File: config.mk
export PLATFORM = sky130hd
export DESIGN_NAME = logisim_tick_controller
export DESIGN_NICKNAME = d
export VERILOG_FILES = /design/src/rtl/logisim_tick_pkg.sv /design/src/rtl/logisim_tick_counter.sv /design/src/rtl/logisim_tick_controller.sv
export SDC_FILE = /design/constraint.sdc
export NUM_CORES = 1
export LEC_CHECK = 0
export CORE_UTILIZATION = 40
export DETAILED_ROUTE_END_ITERATION = 7
export GPL_TIMING_DRIVEN = 1
export SLEW_MARGIN = 10
export SYNTH_ARGS = -nofsm -noshare
export SYNTH_HDL_FRONTEND = slang
export SYNTH_SLANG_ARGS = --single-unit
File: constraint.sdc
create_clock -name FPGAClock -period 4.3 [get_ports FPGAClock]
set_input_delay 0.86 -clock FPGAClock [delete_from_list [all_inputs] [get_ports FPGAClock]]
set_output_delay 0.86 -clock FPGAClock [all_outputs]
set_load 0.03 [all_outputs]
File: src/rtl/logisim_tick_pkg.sv
// Shared encodings for the tick run-control block: command opcodes and FSM states.
package logisim_tick_pkg;

    // Command opcodes carried on cmdOp
    localparam logic [1:0] OP_STOP = 2'b00;
    localparam logic [1:0] OP_RUN  = 2'b01;
    localparam logic [1:0] OP_STEP = 2'b10;
    localparam logic [1:0] OP_LOAD = 2'b11;

    // Scheduler states; LOADWAIT is the one-cycle settle after a period reload
    typedef enum logic [1:0] {
        ST_IDLE     = 2'd0,
        ST_RUN      = 2'd1,
        ST_STEP     = 2'd2,
        ST_LOADWAIT = 2'd3
    } tick_state_e;

endpackage

File: src/rtl/logisim_tick_counter.sv
// Loadable down-counter with enable and zero flag; load has priority over enable.
module logisim_tick_counter #(
    parameter int W = 16
) (
    input  logic         clk_i,
    input  logic         rst_i,
    input  logic         load_i,
    input  logic         en_i,
    input  logic [W-1:0] load_val_i,
    output logic         zero_o
);

    logic [W-1:0] count_q;
    logic [W-1:0] count_d;

    // Next count: load wins, else decrement when enabled, else hold
    always_comb begin
        count_d = count_q;
        if (load_i) begin
            count_d = load_val_i;
        end else if (en_i) begin
            count_d = count_q - W'(1);
        end
    end

    // Count register with synchronous reset to zero
    always_ff @(posedge clk_i) begin
        if (rst_i) begin
            count_q <= '0;
        end else begin
            count_q <= count_d;
        end
    end

    assign zero_o = (count_q == '0);

endmodule

File: src/rtl/logisim_tick_controller.sv
// Command-driven tick scheduler: STOP / RUN / STEP-N / LOAD period, one-cycle
// FPGATick pulse per period while running.
//
// Handshake: a command is accepted on a rising edge where cmdValid && cmdReady;
// cmdOp/cmdData are only looked at on that edge. cmdReady is low only in
// LOADWAIT, so the host never has to hold a command more than one extra cycle.
module logisim_tick_controller
    import logisim_tick_pkg::*;
#(
    parameter int nrOfBits      = 16,
    parameter int stepBits      = 8,
    parameter int defaultReload = 1
) (
    input  logic                FPGAClock,
    input  logic                FPGAReset,
    input  logic                cmdValid,
    output logic                cmdReady,
    input  logic [1:0]          cmdOp,
    input  logic [nrOfBits-1:0] cmdData,
    output logic                FPGATick,
    output logic                running,
    output logic [stepBits-1:0] stepsLeft,
    output logic                stepDone,
    output logic [1:0]          dbgState
);

    localparam logic [nrOfBits-1:0] RELOAD_ONE  = nrOfBits'(1);
    localparam logic [nrOfBits-1:0] RELOAD_INIT = nrOfBits'(defaultReload);

    tick_state_e         state_q, state_d;
    tick_state_e         ret_q, ret_d;
    logic [nrOfBits-1:0] reload_q, reload_d;
    logic [stepBits-1:0] steps_q, steps_d;
    logic                tick_q, tick_d;
    logic                done_q, done_d;

    logic                accept;
    logic                cmd_live;
    logic                active;
    logic                tick_en;
    logic [stepBits-1:0] step_n;
    logic                cnt_load;
    logic                cnt_en;
    logic                cnt_zero;

    assign accept   = cmdValid && cmdReady;
    assign step_n   = cmdData[stepBits-1:0];
    // STEP 0 is accepted but behaves as if nothing arrived, so it must not
    // disturb the running period or suppress a due tick.
    assign cmd_live = accept && !((cmdOp == OP_STEP) && (step_n == '0));
    assign active   = (state_q == ST_RUN) || (state_q == ST_STEP);
    // An accepted command owns the edge: it replaces any tick that was due.
    assign tick_en  = active && cnt_zero && !cmd_live;

    // Next-state, register updates and counter control
    always_comb begin
        state_d  = state_q;
        ret_d    = ret_q;
        reload_d = reload_q;
        steps_d  = steps_q;
        tick_d   = 1'b0;
        done_d   = 1'b0;
        cnt_load = 1'b0;
        cnt_en   = 1'b0;

        if (cmd_live) begin
            case (cmdOp)
                OP_STOP: begin
                    state_d = ST_IDLE;
                    steps_d = '0;
                end
                OP_RUN: begin
                    state_d  = ST_RUN;
                    steps_d  = '0;
                    cnt_load = 1'b1;
                end
                OP_STEP: begin
                    state_d  = ST_STEP;
                    steps_d  = step_n;
                    cnt_load = 1'b1;
                end
                default: begin
                    reload_d = (cmdData == '0) ? RELOAD_ONE : cmdData;
                    ret_d    = active ? state_q : ST_IDLE;
                    state_d  = ST_LOADWAIT;
                end
            endcase
        end else if (state_q == ST_LOADWAIT) begin
            // Resume with a fresh period at the new reload; IDLE keeps its count
            state_d = ret_q;
            if (ret_q != ST_IDLE) begin
                cnt_load = 1'b1;
            end
        end else if (tick_en) begin
            cnt_load = 1'b1;
            tick_d   = 1'b1;
            if ((state_q == ST_STEP) && (steps_q != '0)) begin
                steps_d = steps_q - stepBits'(1);
                if (steps_q == stepBits'(1)) begin
                    state_d = ST_IDLE;
                    done_d  = 1'b1;
                end
            end
        end else if (active) begin
            cnt_en = 1'b1;
        end
    end

    // State and output registers; reset overrides any command on the same edge
    always_ff @(posedge FPGAClock) begin
        if (FPGAReset) begin
            state_q  <= ST_IDLE;
            ret_q    <= ST_IDLE;
            reload_q <= RELOAD_INIT;
            steps_q  <= '0;
            tick_q   <= 1'b0;
            done_q   <= 1'b0;
        end else begin
            state_q  <= state_d;
            ret_q    <= ret_d;
            reload_q <= reload_d;
            steps_q  <= steps_d;
            tick_q   <= tick_d;
            done_q   <= done_d;
        end
    end

    // reload_q is already the new period when LOADWAIT reloads the counter
    logisim_tick_counter #(
        .W(nrOfBits)
    ) u_counter (
        .clk_i      (FPGAClock),
        .rst_i      (FPGAReset),
        .load_i     (cnt_load),
        .en_i       (cnt_en),
        .load_val_i (reload_q - RELOAD_ONE),
        .zero_o     (cnt_zero)
    );

    assign cmdReady  = (state_q != ST_LOADWAIT);
    assign running   = active || ((state_q == ST_LOADWAIT) && (ret_q != ST_IDLE));
    assign FPGATick  = tick_q;
    assign stepDone  = done_q;
    assign stepsLeft = steps_q;
    assign dbgState  = state_q;

endmodule

==> impl_metrics.toml <==
[routing]
vias_per_cell = 5.68
vias = 2798
drt_wl_total_um = 7780
dr.pass1.iters = 4
drt-wirelength-per-cell_um = 15.8
initialDrtViolationCount = 160
detail-route-antenna-nets = 0
drc_errors = 0

[layout]
final_nets = 428
n_antenna_cell = 0
final_cells = 493
layout_commonest_cell = "dfxtp_1"
postLayoutCellArea_um2 = 3500
layout_common_cells = "46 x dfxtp_1, 37 x a21oi_1, 34 x clkdlybuf4s50_1"
area_growth_pct = 19.4
layout-drive-gt1-share_pct = 12.8

[placed_design]
preCtsSetupSlack_ns = 0.209
gp_congestion = 0.829
place_inst = 485
placed_cell_area_um2 = 3410
hpwl_um = 5800
port_buffers = 34

[synth]
synth_cells = 360
yosysSeqAreaShare_pct = 31.5
yosysWarnings = 0
syn-cell-area_um2 = 2930
syn_nets = 392
async_flop_share_pct = 0
yosysUniqueCellTypes = 61
synth_seq_cells = 46
synth-edff-count = 0
synthFlopType = "dfxtp_1"
syn_avg_cell_area_um2 = 8.13

[hold_path]
whs_path_depth = 2
hold_path_class = "reg2reg"
min_from = "ret_q[1]"
whs_endpoint = "ret_q[1]"

[floorplan]
die_area_um2 = 7670
rows = 30
placeableCoreArea_um2 = 6940
initial_utilization_pct = 42.2
dieHeight_um = 87.6
die_width_um = 87.6
ios = 35

[global_routing]
use_met3_pct = 3.68
track_usage_pct = 21.8
grt_use_met1_pct = 30.5
antenna_found_initial = 0
grt_pass1_wl_um = 13000
grt_use_met2_pct = 34.7
grt_max_degree = 24
overflow = 0
grt_pass1_vias = 2575
grt_busiest_layer = "met2"

[worst_setup_path]
crit_path_max_fanout = 7
worst_ep_arrival_time_ns = 4.03
endpoint_kind = "register"
worstSetupPathType = "in2reg"
cp-start-kind = "input pin"
required_ns = 4.53
reg2reg_to = "u_counter.count_q[14]"
r2r_slack_ns = 0.89
r2r_cells = 12
r2r_start = "dbgState[1]"

[clock_tree]
cts_made_buffers = 5
post_cts_resized = 0
clkTransAtPathRegs_ns = 0.08
cts_setup_buffers = 0
htreeDepth = 2
cts_sinks = 46
max-clock-path-buffers = 2
cts_tree = "yes"
clk_latency_ns = 0.30
holdBufCountCts = 0
cts_root_buf = "clkbuf_8"

[outcome]
status = "finished clean"

[timing]
fin_crit_sh_pct = 88.4
worstMarginPinSlew_ns = 1.00
slew_headroom_pct = 33.1
period_needed_ns = 3.80
hold_viol = 0
rsz0062_at_grt = "no"
max_freq_ghz = 0.263
finalWorstSetupSlack_ns = 0.500
maxSlewViolCount = 0
setup_viol = 0
fin_skew_ns = 0.00849
tns_ns = 0

[power]
vdd_ir_drop_max_uv = 163
power_leakage_nw = 1.24
finalPower_w = 0.00116
power_density_nw_per_um2 = 331

[job]
cap_violations = 0
layer usage:
metal	vias to the layer above	part of all wire [%]
met2	57	46
met1	1323	48
met3	11	3.9
met5	-	0
met4	0	1.9
li1	1407	-
state kept, by name (all words and copies together), names as in the netlist:
name / cells
FPGATick: 1
dbgState: 2
ret_q: 2
stepsLeft: 8
u_counter.count_q: 16
reload_q: 16
stepDone: 1
power by group:
part           switching [W]  internal [W]
clock               0.000149      0.000130
combinational       0.000215      0.000159
sequential         0.0000443      0.000459
how the worst max path moves through the flow:
stage	start	endpoint	cells past startpoint
finish	cmdData[5]	u_counter.count_q[14]	12
global route	cmdData[5]	u_counter.count_q[14]	12
CTS	cmdData[5]	u_counter.count_q[14]	12
detailed placement	cmdData[5]	u_counter.count_q[12]	12
global placement	cmdData[5]	u_counter.count_q[12]	12
floorplan	cmdData[0]	u_counter.count_q[12]	11
stage by stage:
stage	hold slack, ns	util [%]
floorplan	0.446	-
global placement	0.468	49.0
detailed placement	0.477	49.0
CTS	0.489	50.4
global route	0.511	50.4
finish	0.486	50.4
synthesized netlist by cell type, types with 3 or more instances:
cell type  number  share of area (%)
a211oi_1       13                3.3
nor3_1         16                2.7
buf_6           3                1.2
a221oi_1        3               0.90
or4_1           5                1.3
nand3_1        27                4.6
mux2i_1         3                1.0
nor2_1         29                3.7
inv_1          13                1.7
nor3b_1         3               0.77
or3_1           3               0.64
nand2b_1        3               0.64
nor4_2          4                1.7
nor4_1          6                1.3
o21ai_0        11                1.9
a31oi_1         5                1.1
ha_1           11                4.7
xnor2_1         8                2.4
nand2_1        31                4.0
xor2_1          5                1.5
dfxtp_1        46                 31
a21oi_1        37                6.3
a31o_2          3               0.90
a221oi_2        3                1.5
a21boi_0        3               0.77
clkbuf_1       14                1.8
nand4_1         3               0.64
buf_2           3               0.51
final cells by class:
type,instances,area (um2)
repair buffers,51,468
clock buffers,7,86.3
fillers,686,3450
clock inverters,1,5.00
multi-input cells,279,1850
flip-flops and latches,46,921
inverters,13,48.8
well taps,96,120
logic make-up (layout without fill, tap and decap cells):
group | after synthesis | after routing | share of synthesized area, %
AND/OR/NAND/NOR | 148 | 148 | 27.9
AO/OA/AOI/OAI | 103 | 103 | 25.1
flip-flops | 46 | 46 | 31.5
buffers and inverters | 35 | 72 | 5.51
XOR/XNOR | 13 | 13 | 3.89
adder cells (fa/ha/maj) | 11 | 11 | 4.70
multiplexers | 4 | 4 | 1.41
critical path, cell delays in order:
cell,delay (ns)
clkdlybuf4s50_1,0.48
or4_4,0.57
o31ai_4,0.27
a32oi_2,0.18
buf_4,0.20
a21oi_1,0.14
ha_1,0.21
nand3_1,0.18
nor4_1,0.41
a311oi_1,0.16
a21o_1,0.19
a211oi_2,0.17
No activity file was read; power rests on OpenSTA's default activity.
==> RTL edit 1, RTL diff (config.mk and constraints unchanged) <==
Put one more register stage on the output `dbgState`, cleared by the reset. The value now appears one clock later. The other outputs are not delayed to match.
--- a/src/rtl/logisim_tick_controller.sv
+++ b/src/rtl/logisim_tick_controller.sv
@@ -142,7 +142,13 @@
     assign FPGATick  = tick_q;
     assign stepDone  = done_q;
     assign stepsLeft = steps_q;
-    assign dbgState  = state_q;
+    always_ff @(posedge FPGAClock) begin
+        if (FPGAReset) begin
+            dbgState <= '0;
+        end else begin
+            dbgState <= state_q;
+        end
+    end
 
 endmodule
 
Behaviour: not the same (a bounded check fails within 4 cycles, from zero or initial values and one cycle with FPGAReset high).
==> RTL edit 1 against the unedited design <==
Power grew 11%. Critical path depth is 1 higher. Synthesized area fell by 3.2%. Routed wire length decreased by 1.1%. Design area fell by 1.8%. Sequential cell count rose by 2. Count of clock-buffer cells in the layout decreased by 2. Worst setup slack got worse by 0.093 ns. Critical endpoint is now u_counter.count_q[12]$_SDFFE_PP0P_. Largest power group unchanged.
==> RTL edit 1: results (changes against the unedited design) <==
Worst Path Arrival -> 4.11 ns (+0.08 ns)
Post-CTS sizing -> 0 (unchanged)
Top Metal Used -> met4
Fill cells -> 704 (+2.6%)
Worst Hold End -> ret_q[0]$_SDFFE_PP0P_
First-pass GRT wire length -> 12,900 µm (-0.79%)
Postcts setup bufs -> 0 (unchanged)
CTS max path bufs -> 2 (unchanged)
WHS -> 0.499 ns (+0.0131 ns)
Hold path startpoint -> ret_q[0]$_SDFFE_PP0P_
WL met2 -> 3480 µm (-2.4%)
Sw Ratio -> 0.324 (-0.0294)
Launch point of the worst path -> cmdData[4]
Worst reg2reg path endpoint -> u_counter.count_q[12]$_SDFFE_PP0P_
R2r setup slk -> 0.82 ns (-0.07 ns)
VDD IR max -> 0.153 mV (-6.2%)
Reg-to-Reg Start -> u_counter.count_q[7]$_SDFFE_PP0P_
Clock Skews -> 0.0148 ns (+0.00628 ns)
GP Congestion -> 0.846 (+2.0%)
Critical Path Sink -> u_counter.count_q[12]$_SDFFE_PP0P_
Met1 Use GR -> 0.316 (+0.0119)
CTS buffer count -> 5 (unchanged)
Vias in the first global route -> 2,567 (-0.31%)
Largest net degree at the start of global routing -> 34 (+42%)
Met3 Routed Length -> 413 µm (+38%)
Placed instance area -> 3300 µm² (-3.2%)
Total Nets Final -> 422 (-1.4%)
Post-Route M1 WL -> 3680 µm (-2.3%)
Dpl ws -> 0.112 ns (-0.0968 ns)
Met2 usage -> 0.343 (-0.00387)
Clock slew at reported path FFs -> 0.10 ns (+0.02 ns)
Post-Syn Nets -> 390 (-0.51%)
Status -> complete, no violations
Slew of the pin with the lowest slew margin -> 0.921 ns (-0.0803 ns)
Layout cells sized above 1 -> 0.0716 (-0.0569)
Via count -> 2,806 (+0.29%)
P_comb -> 0.356 mW (-5%)
Initial DRC count -> 169 (+5.6%)
Clk network pwr share -> 0.315 (+0.074)
Post-synth ARST share -> 0 (unchanged)
Crit Path Max Fanout -> 4 (-3)
CTS root buffer -> clkbuf_8
Final worst slack -> 0.407 ns (-0.0933 ns)
CTS H-tree depth -> 2 (unchanged)
Final Power -> 1.28 mW (+11%)
Leakage -> 1.24 nW (+0.57%)
Syn Area/Cell -> 7.91 µm² (-2.7%)
Largest cells by area after synthesis -> dfxtp_1 34%, a21oi_1 5.8%, ha_1 4.9%
DR vias/cell -> 5.76 (+1.5%)
Crit-path leading delay family -> simple AND/OR/NAND/NOR gates
Most frequent cells after synthesis -> 48 x dfxtp_1, 33 x a21oi_1, 32 x nand2_1
Number of distinct library cells after synthesis -> 51 (-16%)
Seq/Total Area, Yosys -> 0.339 (+0.0247)
Cell count after placement -> 479 (-1.2%)
Hold path depth -> 2 (unchanged)
GR Util All Layers -> 0.221 (+0.00227)
DP HPWL -> 5580 µm (-3.8%)
Met3 usage -> 0.0327 (-0.00403)
Total Wirelength -> 7690 µm (-1.1%)
CP max-delay cell -> or4_4
RTL edit 1: changes by cell type after synthesis, sizes merged, moves of 5 or more:
cell | before | now
nand3 | 27 | 22
a31oi | 5 | 12
a211oi | 15 | 10
a21oi | 38 | 33
o211ai | 3 | 8
RTL edit 1: final cells by class:
type / count / area [µm²] / share of cell area
repair buffers: 47 / 438 / 0.128
clock inverters: 3 / 68.8 / 0.0200
clock buffers: 5 / 68.8 / 0.0200
flip-flops and latches: 48 / 961 / 0.280
inverters: 14 / 52.6 / 0.0153
multi-input cells: 274 / 1730 / 0.502
well taps: 96 / 120 / 0.0350
RTL edit 1: kinds of logic after synthesis:
| group | after synthesis | share of synthesized area |
|---|---|---|
| AND/OR/NAND/NOR | 143 | 0.262 |
| AO/OA/AOI/OAI | 103 | 0.243 |
| flip-flops | 48 | 0.339 |
| buffers and inverters | 36 | 0.0517 |
| XOR/XNOR | 12 | 0.0371 |
| adder cells (fa/ha/maj) | 11 | 0.0486 |
| multiplexers | 5 | 0.0177 |
==> RTL edit 2, RTL diff (config.mk and constraints unchanged) <==
Without the edit above. Set the parameter `nrOfBits` to 20 (it was 16).
--- a/src/rtl/logisim_tick_controller.sv
+++ b/src/rtl/logisim_tick_controller.sv
@@ -7,7 +7,7 @@
 module logisim_tick_controller
     import logisim_tick_pkg::*;
 #(
-    parameter int nrOfBits      = 16,
+    parameter int nrOfBits      = 20,
     parameter int stepBits      = 8,
     parameter int defaultReload = 1
 ) (
Ports: changed (resized cmdData); port bits go from 35 to 39. No check against the original RTL was run, so the function may have changed too.
==> RTL edit 2 against the unedited design <==
Sequential cell count up 8. Clock power up 7.9%. Design area up 18%. Critical path type unchanged. Sequential share of layout area down 0.13 points. Worst setup slack worse by 0.35 ns. Synthesized area up 10%. Power up 16%. Fmax down 8.4%. Register-to-register slack worse by 0.52 ns. Global-route usage about the same. Routed wire length up 14%. Cell count up 17%.
==> RTL edit 2: results (changes against the unedited design) <==
Initial DRC count -> 196 (+23%)
Clock slew at reported path FFs -> 0.10 ns (+0.02 ns)
TritonRoute pass-1 iters -> 4 (unchanged)
First-pass GRT wire length -> 14,700 µm (+13%)
ANT cells -> 0 (unchanged)
Total Nets Final -> 511 (+19%)
Achievable frequency -> 241 MHz (-8.4%)
CTS root buffer -> clkbuf_8
Top_reg_cell synth -> dfxtp_1
Leakage -> 1.59 nW (+29%)
Number of distinct library cells after synthesis -> 64 (+4.9%)
Post-Syn Instances -> 412 (+14%)
Vias in the first global route -> 2,923 (+14%)
Crit Path Max Fanout -> 4 (-3)
Clock Skews -> 0.00712 ns (-0.00137 ns)
Routed length per placed instance -> 15.4 µm (-2.5%)
Largest cells by area after synthesis -> dfxtp_1 34%, nand2_1 7.1%, nor2_1 4.9%
Number of port buffers -> 38 (+12%)
Initial antenna violation count -> 0 (unchanged)
Area taken by multi-input logic gates -> 2090 µm² (+13%)
DP HPWL -> 6480 µm (+12%)
Placed instance area -> 3920 µm² (+15%)
Largest net degree at the start of global routing -> 46 (+92%)
VDD IR max -> 0.139 mV (-15%)
Fill cells -> 788 (+15%)
Layout cells sized above 1 -> 0.164 (+0.0354)
Total Wirelength -> 8890 µm (+14%)
Cell count after placement -> 564 (+16%)
R2r setup slk -> 0.37 ns (-0.52 ns)
Dpl ws -> -0.430 ns (-0.639 ns)
Via count -> 3,206 (+15%)
Post-Syn Nets -> 448 (+14%)
WHS -> 0.487 ns (+0.00148 ns)
Most frequent cells after synthesis -> 61 x nand2_1, 54 x dfxtp_1, 42 x nor2_1
GR Util All Layers -> 0.218 (-0.000305)
Worst Path Arrival -> 4.36 ns (+0.33 ns)
Status -> complete, no violations
Seq/Total Area, Yosys -> 0.335 (+0.0206)
Max transition margin -> 0.444 (+0.113)
GP Congestion -> 0.818 (-1.4%)
Ys Warns -> 0 (unchanged)
Net Sw Power -> 0.457 mW (+12%)
RTL edit 2: final timing paths:
kind / startpoint / to / cells after the start
max: cmdData[6] / u_counter.count_q[14]$_SDFFE_PP0P_ / 15
min: reload_q[1]$_SDFFE_PP0P_ / reload_q[1]$_SDFFE_PP0P_ / 2
max reg2reg: u_counter.count_q[12]$_SDFFE_PP0P_ / u_counter.count_q[14]$_SDFFE_PP0P_ / 13
min reg2reg: reload_q[1]$_SDFFE_PP0P_ / reload_q[1]$_SDFFE_PP0P_ / 2
RTL edit 2: cell families after synthesis:
kind of cell | count (synthesis) | synth area share
AND/OR/NAND/NOR | 190 | 0.295
AO/OA/AOI/OAI | 94 | 0.196
flip-flops | 54 | 0.335
buffers and inverters | 33 | 0.0477
XOR/XNOR | 26 | 0.0706
adder cells (fa/ha/maj) | 11 | 0.0427
multiplexers | 4 | 0.0128
RTL edit 2: area by class of cell:
| type | instances | area share |
|---|---|---|
| flip-flops and latches | 54 | 0.262 |
| inverters | 11 | 0.0100 |
| clock inverters | 1 | 0.00121 |
| well taps | 102 | 0.0309 |
| repair buffers | 78 | 0.168 |
| multi-input cells | 325 | 0.507 |
| clock buffers | 7 | 0.0209 |
RTL edit 2: power groups by stage:
| stage | registers [mW] | clock network [mW] | logic [mW] |
|---|---|---|---|
| floorplan | 0.596 | 0 | 0.282 |
| global placement | 0.594 | 0 | 0.431 |
| detailed placement | 0.594 | 0 | 0.435 |
| CTS | 0.583 | 0.305 | 0.444 |
| global route | 0.592 | 0.325 | 0.505 |
| finish | 0.584 | 0.301 | 0.458 |
RTL edit 2: stage by stage:
stage	power, mW	TNS [ns]
after floorplan	0.878	-0.00591
after global placement	1.02	-1.05
after detailed placement	1.03	-1.71
after CTS	1.33	0
after global routing	1.42	-0.00247
final	1.34	0
RTL edit 2: per-layer routing:
layer	up-vias	share of wire	wire (µm)	track usage
li1	1624	-	-	-
met1	1508	0.49	4390	0.328
met2	67	0.45	4040	0.330
met3	7	0.043	382	0.0290
met4	0	0.0087	77	0.0482
met5	-	0	0	0
RTL edit 2: critical path, cell delays in order:
cell and delay (ns):
clkdlybuf4s15_1 0.22, nor4_4 0.37, buf_4 0.18, a31oi_4 0.08, a311oi_4 0.35, nor2_4 0.07, mux2i_1 0.17, ha_2 0.23
or4b_4 0.48, or4_4 0.42, a311o_1 0.29, nand3_2 0.10, nand2_2 0.06, o31a_1 0.24, o31a_1 0.23
RTL edit 2: repair_timing:
action,in CTS,in global routing
hold buffers,0,0
resized for setup,5,19
buffers inserted,4,2
pin swaps,7,9
setup endpoints to repair,3,4
